**config.mk**
```make
export PLATFORM = sky130hd
export DESIGN_NAME = tcdm_bank_arbiter
export DESIGN_NICKNAME = d
export VERILOG_FILES = /design/src/rtl/tcdm_bank_arb_pkg.sv /design/src/rtl/rr_prio_select.sv /design/src/rtl/tcdm_bank_arbiter.sv
export SDC_FILE = /design/constraint.sdc
export NUM_CORES = 1
export LEC_CHECK = 0
export CORE_AREA = 2 2 124 126
export CTS_CLUSTER_DIAMETER = 120
export DETAILED_ROUTE_END_ITERATION = 8
export DIE_AREA = 0 0 126 128
export MAX_ROUTING_LAYER = met4
export PLACE_DENSITY = 0.63
export SYNTH_ARGS = -nofsm -noshare
export SYNTH_HDL_FRONTEND = slang
export SYNTH_SLANG_ARGS = --single-unit
```
**constraint.sdc**
```tcl
create_clock -name clk_i -period 3.7 [get_ports clk_i]
set_input_delay 0.74 -clock clk_i [delete_from_list [all_inputs] [get_ports clk_i]]
set_output_delay 0.74 -clock clk_i [all_outputs]
set_load 0.01 [all_outputs]
```
**src/rtl/tcdm_bank_arb_pkg.sv**
```systemverilog
// Shared helpers for the TCDM bank arbiter: width derivation and one-hot decode.
// Supports up to MaxPorts requesters.
package tcdm_bank_arb_pkg;

  localparam int unsigned MaxPorts    = 32;
  localparam int unsigned MaxIdxWidth = $clog2(MaxPorts);

  localparam int unsigned PerfCntWidth = 32;

  function automatic int unsigned idx_width(input int unsigned num_in);
    return (num_in > 1) ? $clog2(num_in) : 1;
  endfunction

  function automatic int unsigned wait_width(input int unsigned starve_limit);
    return (starve_limit > 0) ? $clog2(starve_limit + 1) : 1;
  endfunction

  localparam int unsigned DefNumIn       = 4;
  localparam int unsigned DefStarveLimit = 15;
  localparam int unsigned DefIdxWidth    = idx_width(DefNumIn);
  localparam int unsigned DefWaitWidth   = wait_width(DefStarveLimit);

  // OR-reduction of set-bit positions; exact for zero or one-hot inputs.
  function automatic logic [MaxIdxWidth-1:0] onehot_to_idx(input logic [MaxPorts-1:0] oh);
    logic [MaxIdxWidth-1:0] idx;
    idx = '0;
    for (int unsigned i = 0; i < MaxPorts; i++) begin
      if (oh[i]) idx = idx | MaxIdxWidth'(i);
    end
    return idx;
  endfunction

endpackage

```
**src/rtl/rr_prio_select.sv**
```systemverilog
// Round-robin priority select: rotate the request vector to start at ptr_i and
// pick the first set bit, returning it as one-hot and as an index.
module rr_prio_select
  import tcdm_bank_arb_pkg::*;
#(
  parameter int unsigned NumIn    = DefNumIn,
  parameter int unsigned IdxWidth = idx_width(NumIn)
) (
  input  logic [NumIn-1:0]    req_i,
  input  logic [IdxWidth-1:0] ptr_i,
  output logic [NumIn-1:0]    gnt_o,
  output logic [IdxWidth-1:0] idx_o,
  output logic                valid_o
);

  logic [2*NumIn-1:0] req_dbl;
  logic [NumIn-1:0]   req_rot;
  logic               found;
  int unsigned        k;

  assign req_dbl = {req_i, req_i} >> ptr_i;
  assign req_rot = req_dbl[NumIn-1:0];
  assign valid_o = |req_i;

  always_comb begin
    gnt_o = '0;
    idx_o = '0;
    found = 1'b0;
    k     = 0;
    for (int unsigned i = 0; i < NumIn; i++) begin
      if (req_rot[i] && !found) begin
        found    = 1'b1;
        k        = (32'(ptr_i) + i) % NumIn;
        gnt_o[k] = 1'b1;
        idx_o    = IdxWidth'(k);
      end
    end
  end

endmodule

```
**src/rtl/tcdm_bank_arbiter.sv**
```systemverilog
// Per-bank TCDM leaf arbiter: round-robin with starvation boost, one-cycle response.
// Define TCDM_BANK_ARB_PERF_EN to add conflict/forced-grant performance counters.
module tcdm_bank_arbiter
  import tcdm_bank_arb_pkg::*;
#(
  parameter int unsigned NumIn        = 4,
  parameter int unsigned DataWidth    = 32,
  parameter int unsigned AddrMemWidth = 12,
  parameter int unsigned StarveLimit  = 15
) (
  input  logic                                   clk_i,
  input  logic                                   rst_i,
  input  logic [NumIn-1:0]                       req_i,
  input  logic [NumIn-1:0][AddrMemWidth-1:0]     add_i,
  input  logic [NumIn-1:0]                       wen_i,
  input  logic [NumIn-1:0][DataWidth-1:0]        wdata_i,
  input  logic [NumIn-1:0][DataWidth/8-1:0]      be_i,
  output logic [NumIn-1:0]                       gnt_o,
  output logic [NumIn-1:0]                       rvld_o,
  output logic [DataWidth-1:0]                   rdata_o,
  output logic                                   cs_o,
  output logic [AddrMemWidth-1:0]                add_o,
  output logic                                   wen_o,
  output logic [DataWidth-1:0]                   wdata_o,
  output logic [DataWidth/8-1:0]                 be_o,
  input  logic [DataWidth-1:0]                   rdata_i
`ifdef TCDM_BANK_ARB_PERF_EN
  ,
  output logic [PerfCntWidth-1:0]                conflict_cnt_o,
  output logic [PerfCntWidth-1:0]                starve_cnt_o
`endif
);

  localparam int unsigned IdxWidth  = idx_width(NumIn);
  localparam int unsigned WaitWidth = wait_width(StarveLimit);

  logic [IdxWidth-1:0] ptr_q, ptr_d;
  logic [NumIn-1:0]    resp_q;

  logic [NumIn-1:0]    rr_gnt;
  logic [IdxWidth-1:0] rr_idx;
  logic                rr_valid;

  logic [NumIn-1:0]    starved;
  logic [NumIn-1:0]    starve_oh;
  logic                any_starved;
  logic [IdxWidth-1:0] starve_idx;

  logic [NumIn-1:0]    gnt;
  logic [IdxWidth-1:0] gnt_idx;

  rr_prio_select #(
    .NumIn   (NumIn),
    .IdxWidth(IdxWidth)
  ) u_rr (
    .req_i  (req_i),
    .ptr_i  (ptr_q),
    .gnt_o  (rr_gnt),
    .idx_o  (rr_idx),
    .valid_o(rr_valid)
  );

  if (StarveLimit > 0) begin : g_starve
    localparam logic [WaitWidth-1:0] Lim = WaitWidth'(StarveLimit);

    logic [NumIn-1:0][WaitWidth-1:0] wait_q, wait_d;

    always_comb begin
      starved = '0;
      for (int unsigned i = 0; i < NumIn; i++) begin
        starved[i] = req_i[i] && (wait_q[i] == Lim);
      end
    end

    // Count only cycles spent requesting without a grant; any gap restarts the count.
    always_comb begin
      wait_d = wait_q;
      for (int unsigned i = 0; i < NumIn; i++) begin
        if (req_i[i] && !gnt[i]) begin
          if (wait_q[i] != Lim) wait_d[i] = wait_q[i] + WaitWidth'(1);
        end else begin
          wait_d[i] = '0;
        end
      end
    end

    always_ff @(posedge clk_i or posedge rst_i) begin
      if (rst_i) begin
        wait_q <= '0;
      end else begin
        wait_q <= wait_d;
      end
    end
  end else begin : g_no_starve
    assign starved = '0;
  end

  // Isolate the lowest set bit: lowest-index starved port wins outright.
  assign starve_oh   = starved & (~starved + NumIn'(1));
  assign any_starved = |starved;
  assign starve_idx  = IdxWidth'(onehot_to_idx(MaxPorts'(starve_oh)));

  assign gnt     = any_starved ? starve_oh  : rr_gnt;
  assign gnt_idx = any_starved ? starve_idx : rr_idx;
  assign gnt_o   = gnt;

  always_comb begin
    ptr_d = ptr_q;
    if (|gnt) begin
      ptr_d = (gnt_idx == IdxWidth'(NumIn - 1)) ? '0 : gnt_idx + IdxWidth'(1);
    end
  end

  // AND-OR mux from the granted port; all-zero when nothing is granted.
  always_comb begin
    add_o   = '0;
    wdata_o = '0;
    be_o    = '0;
    for (int unsigned i = 0; i < NumIn; i++) begin
      add_o   = add_o   | (add_i[i]   & {AddrMemWidth{gnt[i]}});
      wdata_o = wdata_o | (wdata_i[i] & {DataWidth{gnt[i]}});
      be_o    = be_o    | (be_i[i]    & {(DataWidth/8){gnt[i]}});
    end
  end

  assign wen_o   = |(wen_i & gnt);
  assign cs_o    = rr_valid;
  assign rvld_o  = resp_q;
  assign rdata_o = rdata_i;

  always_ff @(posedge clk_i or posedge rst_i) begin
    if (rst_i) begin
      ptr_q  <= '0;
      resp_q <= '0;
    end else begin
      ptr_q  <= ptr_d;
      resp_q <= gnt;
    end
  end

`ifdef TCDM_BANK_ARB_PERF_EN
  logic [PerfCntWidth-1:0] conflict_q, starve_q;
  logic                    multi_req;

  // Nonzero iff at least two bits of req_i are set.
  assign multi_req = |(req_i & (req_i - NumIn'(1)));

  always_ff @(posedge clk_i or posedge rst_i) begin
    if (rst_i) begin
      conflict_q <= '0;
      starve_q   <= '0;
    end else begin
      if (multi_req && (conflict_q != '1)) conflict_q <= conflict_q + PerfCntWidth'(1);
      if (any_starved && (starve_q != '1)) starve_q <= starve_q + PerfCntWidth'(1);
    end
  end

  assign conflict_cnt_o = conflict_q;
  assign starve_cnt_o   = starve_q;
`endif

endmodule

```
## After elaboration in Yosys (flattened, before gate mapping)

Index checks and enable logic that the tools add are counted.

| storage, ports and cells | value |
|---|---|
| word-level logic and storage cells | 123 |
| bits in registers | 22 |
| input bits | 234 |
| output and inout bits | 90 |

| operators by class | value |
|---|---|
| shift operators | 1 |
| magnitude comparators | 8 |
| bitwise operators | 27 |
| equal/unequal tests | 13 |
| reduce and logical (&&, ||, !) cells | 26 |
| mux-type cells | 33 |
| add/subtract/negate cells | 9 |

Operators with widths:

| cell | number |
|---|---|
| AND 32 bit | 4 |
| bitwise OR 32 bit | 3 |
| 2-to-1 mux 4 bit | 13 |
| AND 12 bit | 4 |
| bitwise OR 12 bit | 3 |
| AND 4 bit | 6 |
| bitwise OR 4 bit | 6 |
| adder 4 x 1 -> 4 bit (second input constant) | 5 |
| == test 4 bit (second input constant) | 4 |
| 2-to-1 mux 2 bit | 8 |
| != test 4 bit (second input constant) | 4 |
| OR reduction 4 bit | 4 |
| logical AND 1 bit | 15 |
| < comparator 2 x 3 -> 1 bit (second input constant) | 4 |
| demux 1 bit (select 2 bit) | 4 |
| >= comparator 2 x 1 -> 1 bit (second input constant) | 4 |
| 2-to-1 mux 1 bit | 8 |
| != test 2 x 1 -> 1 bit (second input constant) | 4 |
| right shift 8 x 2 -> 4 bit | 1 |
| logical NOT 1 bit | 7 |
| adder 2 x 1 -> 2 bit (second input constant) | 2 |
| adder 2 bit (second input constant) | 2 |
| inverter 4 bit | 1 |
| == test 2 bit (second input constant) | 1 |

## Longest topological paths before layout

Gate-level depths: netlist of the first run.

| depth | value |
|---|---|
| depth in word-level cells | 16 |
| mapped depth | 10 |

## Cells and area by module

A second synthesis of the first run with hierarchy kept.

| second synthesis, totals | value |
|---|---|
| cells, all modules | 468 |
| area total of the unflattened synthesis | 3776.1 µm² |

Modules (own cells, without submodules):

| module | instances | area an instance (µm²) | cells an instance | seq. area each (µm²) |
|---|---|---|---|---|
| tcdm_bank_arbiter | 1 | 3414.5 | 426 | 550.5 |
| rr_prio_select | 1 | 361.6 | 42 | 0.0 |

## Worst setup path after synthesis of the first run

OpenSTA, ideal clock, no wires.

| timing | value |
|---|---|
| kind | input to output |
| from | input req_i[1] |
| to | output wdata_o[19] |
| path buffers | 2 |
| data arrival time | 2.769 ns |
| cell stages on the path | 9 |
| required time | 2.960 ns |
| slack | 0.191 ns |
| path through | buf_4 > and3b_1 > a311o_1 > and2_1 > a222oi_1 > o21ai_1 > clkbuf_1 > a222oi_1 > nand2_1 |

| on the way | value |
|---|---|
| cells in the longest elaborated chain, start to end | 16 |
| elaborated cells between the ends (all ways) | 30 |

Ends and longest elaborated chain:

| item | RTL line | RTL |
|---|---|---|
| start, declared | tcdm_bank_arbiter.sv:13 | `input logic [NumIn-1:0] req_i,` |
| right shift 8 x 2 -> 4 bit | rr_prio_select.sv:21 | `assign req_dbl = {req_i, req_i} >> ptr_i;` |
| 2-to-1 mux 1 bit | rr_prio_select.sv:31 | `if (req_rot[i] && !found) begin` |
| logical NOT 1 bit | rr_prio_select.sv:31 |  |
| logical AND 1 bit | rr_prio_select.sv:31 |  |
| 2-to-1 mux 1 bit | rr_prio_select.sv:31 |  |
| logical NOT 1 bit | rr_prio_select.sv:31 |  |
| logical AND 1 bit | rr_prio_select.sv:31 |  |
| 2-to-1 mux 1 bit | rr_prio_select.sv:31 |  |
| logical NOT 1 bit | rr_prio_select.sv:31 |  |
| logical AND 1 bit | rr_prio_select.sv:31 |  |
| 2-to-1 mux 4 bit | rr_prio_select.sv:31 |  |
| 2-to-1 mux 4 bit (*) | tcdm_bank_arbiter.sv:103 | `assign gnt = any_starved ? starve_oh : rr_gnt;` |
| named net gnt_o[0] | tcdm_bank_arbiter.sv:18 | `output logic [NumIn-1:0] gnt_o,` |
| AND 32 bit (*) | tcdm_bank_arbiter.sv:121 | `wdata_o = wdata_o \| (wdata_i[i] & {DataWidth{gnt[i]}});` |
| bitwise OR 32 bit (*) (3 in a row) | tcdm_bank_arbiter.sv:121 |  |
| end, declared | tcdm_bank_arbiter.sv:24 | `output logic [DataWidth-1:0] wdata_o,` |

The timed path passes the listed nets; every way through them passes the cells marked *.

## Final worst setup path of the first run

| timing | value |
|---|---|
| from | input req_i[2] |
| to | output wdata_o[8] |

| on the way | value |
|---|---|
| cells in the longest elaborated chain, start to end | 16 |
| elaborated cells between the ends (all ways) | 30 |

Ends and longest elaborated chain:

| item | RTL line |
|---|---|
| right shift 8 x 2 -> 4 bit | rr_prio_select.sv:21 |
| 2-to-1 mux 1 bit | rr_prio_select.sv:31 |
| logical NOT 1 bit | rr_prio_select.sv:31 |
| logical AND 1 bit | rr_prio_select.sv:31 |
| 2-to-1 mux 1 bit | rr_prio_select.sv:31 |
| logical NOT 1 bit | rr_prio_select.sv:31 |
| logical AND 1 bit | rr_prio_select.sv:31 |
| 2-to-1 mux 1 bit | rr_prio_select.sv:31 |
| logical NOT 1 bit | rr_prio_select.sv:31 |
| logical AND 1 bit | rr_prio_select.sv:31 |
| 2-to-1 mux 4 bit | rr_prio_select.sv:31 |
| 2-to-1 mux 4 bit (*) | tcdm_bank_arbiter.sv:103 |
| AND 32 bit | tcdm_bank_arbiter.sv:121 |
| bitwise OR 32 bit (2 in a row) | tcdm_bank_arbiter.sv:121 |
| bitwise OR 32 bit (*) | tcdm_bank_arbiter.sv:121 |

Mark *: on every way between the ends. The rest lies on a longest branch, timed or not.

==> out/qor.yml, run 1 <==
floorplanning:
  die-height_microns: 128
  start_util_pct: 17.6
  ios: 324
  dieArea_sq_um: 16100
  core_sq_um: 14900
  die_w_microns: 126
  num_rows: 45
timing:
  finalClockSkew_ns: 0.00446
  worst_slack_ns: -0.00712
  min_period_over_period_pct: 100
  report.final.slew_viol_count: 0
  slew_headroom_pct: 44.9
  tightestPinTransition_ns: 0.826
  setup_viol: 1
  hold_viol_final: 0
  grt_setup_unrepaired: "yes"
  post-route-min-period_ns: 3.71
  fmax_mhz: 270
global_routing:
  grt.total_usage_pct: 18.0
  gr-total-overflow: 0
  grt_antenna_before_repair: 1
  grt_pass1_wl_mm: 22.3
  grt_pass1_vias: 3998
  grt_max_degree: 30
clock_network:
  cts_tree: "yes"
  clock_latency_ns: 0.26
  ctsHtreeMaxLevel: 1
  clk_pin_slew_ns: 0.06
  clock_path_buffers: 2
  cts-root-buf: "clkbuf_16"
  cts_made_buffers: 3
  cts_num_sinks: 22
synthesis:
  syn_area_sq_um: 2610
  ys.warnings.count: 0
  synth_seq_area_share_pct: 21.1
  synth-edff-count: 0
  netlist_instances: 354
  async_flop_share_pct: 100
  synth-seq-cells: 22
  syn_area_per_cell_sq_um: 7.37
  ys_types: 43
  yosys_most_used_dff: "dfrtp_1"
  syn_nets: 598
routing:
  first_pass_iters: 9
  wl_mm: 15.4
  wl_per_cell_microns: 19.2
  viasPerCell: 4.92
  vias: 3946
  ant_nets: 0
  drtIter0Drc: 316
  drc: 10
final_layout:
  regArea_sq_um: 551
  syn2layout_area_growth_pct: 115
  drive_gt1_share_pct: 20.2
  multi_input_area_sq_um: 1790
  fin_nets: 858
  design_area_sq_um: 5600
  fillers: 1567
min_path:
  hp-class: "register to register"
run:
  maxCapViolCount: 0
outcome:
  violations: "design-rule violations, negative setup slack"
  status: "finished with violations"
pwr:
  power_mw: 4.73
  p_leak_nw: 2.49
  ir_drop_mv: 0.320
  pwr_density_cell_nw_per_um2: 845
placed_design:
  dpl.hpwl_mm: 12.4
  routabilityCongestion: 0.810
  placed_cell_area_sq_um: 5510
  io_buffer_count: 259
critical_path:
  startpoint_type: "input pin"
  end_kind: "primary output"
  cp.required_ns: 2.96
  worstSetupPathType: "input pin to primary output"
  crit_fanout: 10
  cp_data_arrival_time_ns: 2.97
-- power by group --
group          leakage (nW)  total, mW  switching (mW)  internal, mW
Combinational          2.15       4.08            2.15          1.93
Clock                0.0442      0.254          0.0887         0.165
Sequential            0.291      0.398          0.0824         0.316
-- critical path, stage by stage --
cell and delay, ns:
buf_6 0.09, and3b_1 0.16, a311o_1 0.29, and2_4 0.19, a222oi_1 0.30, buf_4 0.18
o21ai_4 0.10, buf_4 0.16, buf_12 0.14, a222oi_1 0.37, nand2_1 0.08, buf_2 0.16
-- placed cells by master (no fill, tap or decap), types with 7 or more instances in the layout --
cell type,n
inv_1,7
buf_4,34
nand2_1,108
nand3_1,10
buf_2,25
dfrtp_1,22
ha_1,10
clkbuf_2,25
buf_12,7
a222oi_1,50
buf_6,11
clkdlybuf4s50_1,204
nor3_1,7
nor2_1,21
-- layout make-up --
type	instances	area share, %
diodes	1	0.0447
clock buffers	4	1.59
inverters	8	0.536
multi-input cells	268	31.9
flip-flops and latches	22	9.83
well taps	188	4.20
repair buffers	311	51.9
-- logic make-up (layout without fill, tap and decap cells) --
family	count (synthesis)	count (layout)	synth area share (%)
other	0	1	0
AO/OA/AOI/OAI	78	78	27.1
multiplexers	7	7	3.17
AND/OR/NAND/NOR	168	168	27.9
XOR/XNOR	5	5	1.68
flip-flops	22	22	21.1
adder cells (fa/ha/maj)	10	10	4.80
buffers and inverters	64	323	14.3
-- registers in the layout, summed over array words and instances, names as in the netlist --
| signal | count |
|---|---|
| g_starve.wait_q | 16 |
| rvld_o | 4 |
| ptr_q | 2 |
-- path summary, 6_finish.rpt --
kind	startpoint	to	slack, ns	depth (start not counted)
max	req_i[2]	wdata_o[8]	-0.007	12
min	g_starve.wait_q[0]	g_starve.wait_q[0]	0.51	1
max reg2reg	ptr_q[0]	ptr_q[0]	0.75	9
min reg2reg	g_starve.wait_q[0]	g_starve.wait_q[0]	0.51	1
max in group asynchronous	rst_i	g_starve.wait_q[7]	2.23	2
min in group asynchronous	rst_i	rvld_o[1]	0.96	2
-- what timing repair did --
item	CTS	global route
hold endpoints to repair	0	0
gates cloned	2	1
pin swaps	18	41
setup buffers	6	3
hold buffers	0	0
gates resized for setup	154	64
endpoints found under the setup margin	53	52
-- Yosys cell counts (2+ instances only) --
| cell type | count | share of area (%) |
|---|---|---|
| nand3_1 | 11 | 2.1 |
| nor2_1 | 21 | 3.0 |
| or2_1 | 2 | 0.48 |
| nand2b_1 | 2 | 0.48 |
| and3b_1 | 2 | 0.67 |
| a31oi_1 | 6 | 1.4 |
| nand2_1 | 108 | 16 |
| mux2i_1 | 6 | 2.3 |
| dfrtp_1 | 22 | 21 |
| nand4_1 | 4 | 0.96 |
| a221oi_1 | 2 | 0.67 |
| xnor2_1 | 5 | 1.7 |
| buf_4 | 33 | 9.5 |
| a41oi_1 | 3 | 1.0 |
| a222oi_1 | 50 | 19 |
| a21oi_1 | 3 | 0.58 |
| o21ai_1 | 2 | 0.38 |
| clkbuf_1 | 21 | 3.0 |
| ha_1 | 10 | 4.8 |
| or3_1 | 2 | 0.48 |
| o221ai_1 | 2 | 0.67 |
| nor3b_1 | 4 | 1.2 |
| nor3_1 | 7 | 1.3 |
| inv_1 | 7 | 1.0 |
-- stage by stage --
| stage | util (%) | setup TNS, ns | hold slack (ns) | worst slack, ns | cells |
|---|---|---|---|---|---|
| 6_report | 37.7 | -0.00712 | 0.511 | -0.00712 | 802 |
| 5_1_grt | 37.7 | -2.11 | 0.533 | -0.137 | 802 |
| 4_1_cts | 38.3 | -0.0506 | 0.517 | -0.0320 | 797 |
| 3_5_place_dp | 37.1 | -35.35 | 0.508 | -0.819 | 785 |
| 3_3_place_gp | 37.1 | -36.12 | 0.467 | -0.851 | 785 |
| 2_1_floorplan | - | 0 | 0.452 | 0.191 | 354 |
-- metal layers --
metal | global-route usage (%) | wire [microns] | up-vias | part of all wire [%]
met5 | - | 0 | - | 0
met4 | 2.71 | 229 | 0 | 1.5
met3 | 4.34 | 1310 | 16 | 8.5
met2 | 33.5 | 8110 | 218 | 53
met1 | 19.9 | 5780 | 1876 | 37
li1 | - | - | 1836 | -
(Power assumes the default switching activity.)
==> run 2: changes to the inputs <==
==> constraint.sdc (replaced) <==
create_clock -name clk_i -period 3.7 [get_ports clk_i]
set_input_delay 0.37 -clock clk_i [delete_from_list [all_inputs] [get_ports clk_i]]
set_output_delay 0.37 -clock clk_i [all_outputs]
set_load 0.01 [all_outputs]
==> out/qor.yml, run 2 (same netlist as run 1, synthesis figures left out) <==
global_routing:
  grt_pass1_vias: 3854  # was 3998
  grt_antenna_before_repair: 1  # unchanged
  grt_max_degree: 23  # was 30
  gr-total-overflow: 0  # unchanged
  grt.total_usage_pct: 16.5  # was 18.0%
  grt_pass1_wl_mm: 20.9  # was 22.3 mm
routing:
  viasPerCell: 4.86  # was 4.92
  first_pass_iters: 9  # unchanged
  drc: 4  # was 10
  wl_mm: 14.1  # was 15.4 mm
  drtIter0Drc: 282  # was 316
  vias: 3789  # was 3946
  wl_per_cell_microns: 18.2  # was 19.2 microns
  ant_nets: 0  # unchanged
critical_path:
  end_kind: "primary output"  # unchanged
  cp.required_ns: 3.33  # was 2.96 ns
  worstSetupPathType: "input pin to primary output"  # unchanged
  critPathBufInv: 4  # was 5
  startpoint_type: "input pin"  # unchanged
  crit_fanout: 18  # was 10
  slowest_stage: "clkdlybuf4s50_1"  # was a222oi_1
  crit_chain: "clkdlybuf4s50_1 > and3b_1 > a311o_1 > and2_1 > a222oi_1 > buf_4 > o21ai_4 > buf_12 > a222oi_1 > nand2_1 > clkdlybuf4s50_1"  # was buf_6 > and3b_1 > a311o_1 > and2_4 > a222oi_1 > buf_4 > o21ai_4 > buf_4 > buf_12 > a222oi_1 > nand2_1 > buf_2
  crit_family: "buffers and inverters"  # was compound AO/OA/AOI/OAI gates
  cpPeakStageDelay_ns: 0.49  # was 0.37 ns
  cp_data_arrival_time_ns: 3.32  # was 2.97 ns
timing:
  worst_slack_ns: 0.00833  # was -0.00712 ns
  hold-worst-slack_ns: 0.503  # was 0.511 ns
  report.final.slew_viol_count: 0  # unchanged
  hold_viol_final: 0  # unchanged
  min_period_over_period_pct: 99.8  # was 100%
  tightestPinTransition_ns: 0.839  # was 0.826 ns
  finalClockSkew_ns: 0.00293  # was 0.00446 ns
  tns_ns: 0  # was -0.00712 ns
  setup_viol: 0  # was 1
  post-route-min-period_ns: 3.69  # was 3.71 ns
  grt_setup_unrepaired: "yes"  # unchanged
  slew_headroom_pct: 44.0  # was 44.9%
  fmax_mhz: 271  # was 270 MHz
placed_design:
  dpl.hpwl_mm: 11.9  # was 12.4 mm
  routabilityCongestion: 0.816  # was 0.810
  dpl.cell_count: 773  # was 785
  dpl_worst_slack_ns: -0.101  # was -0.819 ns
  io_buffer_count: 259  # unchanged
floorplanning:
  core_sq_um: 14900  # unchanged
  die_w_microns: 126  # unchanged
  start_util_pct: 17.6  # unchanged
  ios: 324  # unchanged
  die-height_microns: 128  # unchanged
  num_rows: 45  # unchanged
  dieArea_sq_um: 16100  # unchanged
final_layout:
  fin_cells: 779  # was 802
  syn2layout_area_growth_pct: 113  # was 115%
  largest_register_ffs: 16  # unchanged
  final_common_cell: "clkdlybuf4s50_1"  # unchanged
  fin_nets: 835  # was 858
  drive_gt1_share_pct: 7.12  # was 20.2%
  regMostFlops: "g_starve.wait_q"  # unchanged
  fin_util_pct: 37.3  # was 37.7%
  mostFrequentLayoutCells: "clkdlybuf4s50_1 (222), nand2_1 (108), a222oi_1 (50)"  # was clkdlybuf4s50_1 (204), nand2_1 (108), a222oi_1 (50)
clock_network:
  cts_tree: "yes"  # unchanged
  cts_num_sinks: 22  # unchanged
  cts-root-buf: "clkbuf_16"  # unchanged
  clk_pin_slew_ns: 0.06  # about the same
  postCtsHoldBufs: 0  # unchanged
  clock_path_buffers: 2  # unchanged
  cts_made_buffers: 3  # unchanged
  ctsHtreeMaxLevel: 1  # unchanged
  clock_latency_ns: 0.25  # was 0.26 ns
min_path:
  hp-class: "register to register"  # unchanged
pwr:
  pwr_density_cell_nw_per_um2: 845  # about the same
  p_leak_nw: 2.53  # was 2.49 nW
  ir_drop_mv: 0.351  # was 0.320 mV
outcome:
  status: "finished with violations"  # unchanged
  violations: "design-rule violations"  # was design-rule violations, negative setup slack
run:
  maxCapViolCount: 0  # unchanged
-- run 2: metal layers --
layer	routed length (microns)	up-vias	global-route usage, %	share of wire [%]
li1	-	1788	-	-
met2	7350	180	30.2	52
met4	218	0	2.91	1.5
met5	0	-	-	0
met1	5450	1809	18.5	39
met3	1130	12	4.05	8.0
-- run 2: cell type report --
class | count | area, sq um
diodes | 1 | 2.50
clock buffers | 4 | 88.8
fillers | 1560 | 9320
inverters | 8 | 30.0
multi-input cells | 268 | 1740
flip-flops and latches | 22 | 551
well taps | 188 | 235
repair buffers | 288 | 2900
-- run 2: final timing paths --
kind	from	endpoint	slack, ns	cells past startpoint
max reg2reg	ptr_q[0]	ptr_q[0]	0.72	8
min	g_starve.wait_q[0]	g_starve.wait_q[0]	0.50	1
min reg2reg	g_starve.wait_q[0]	g_starve.wait_q[0]	0.50	1
min in group asynchronous	rst_i	rvld_o[2]	0.59	2
max	req_i[1]	wdata_o[12]	0.008	11
max in group asynchronous	rst_i	g_starve.wait_q[7]	2.59	2
-- run 2: report_power, final --
| part | leakage (nW) | internal, mW | switching (mW) | total, mW |
|---|---|---|---|---|
| registers | 0.291 | 0.316 | 0.0842 | 0.400 |
| logic | 2.19 | 2.02 | 2.02 | 4.04 |
| clock network | 0.0442 | 0.165 | 0.0808 | 0.246 |
| total | 2.53 | 2.50 | 2.19 | 4.69 |
-- run 2: stage by stage --
| step | cell area [sq um] | power (mW) |
|---|---|---|
| after detailed placement | 5410 | 4.72 |
| after floorplan | 2610 | 2.32 |
| final | 5550 | 4.69 |
| after global routing | 5550 | 5.06 |
| after CTS | 5480 | 4.84 |
| after global placement | 5410 | 4.66 |
-- run 2: timing repair --
action,4_1_cts,5_1_grt
hold endpoints to repair,0,0
buffers inserted,0,1
resized for setup,19,21
pin swaps,2,13
setup endpoints to repair,19,33
cloned,0,0
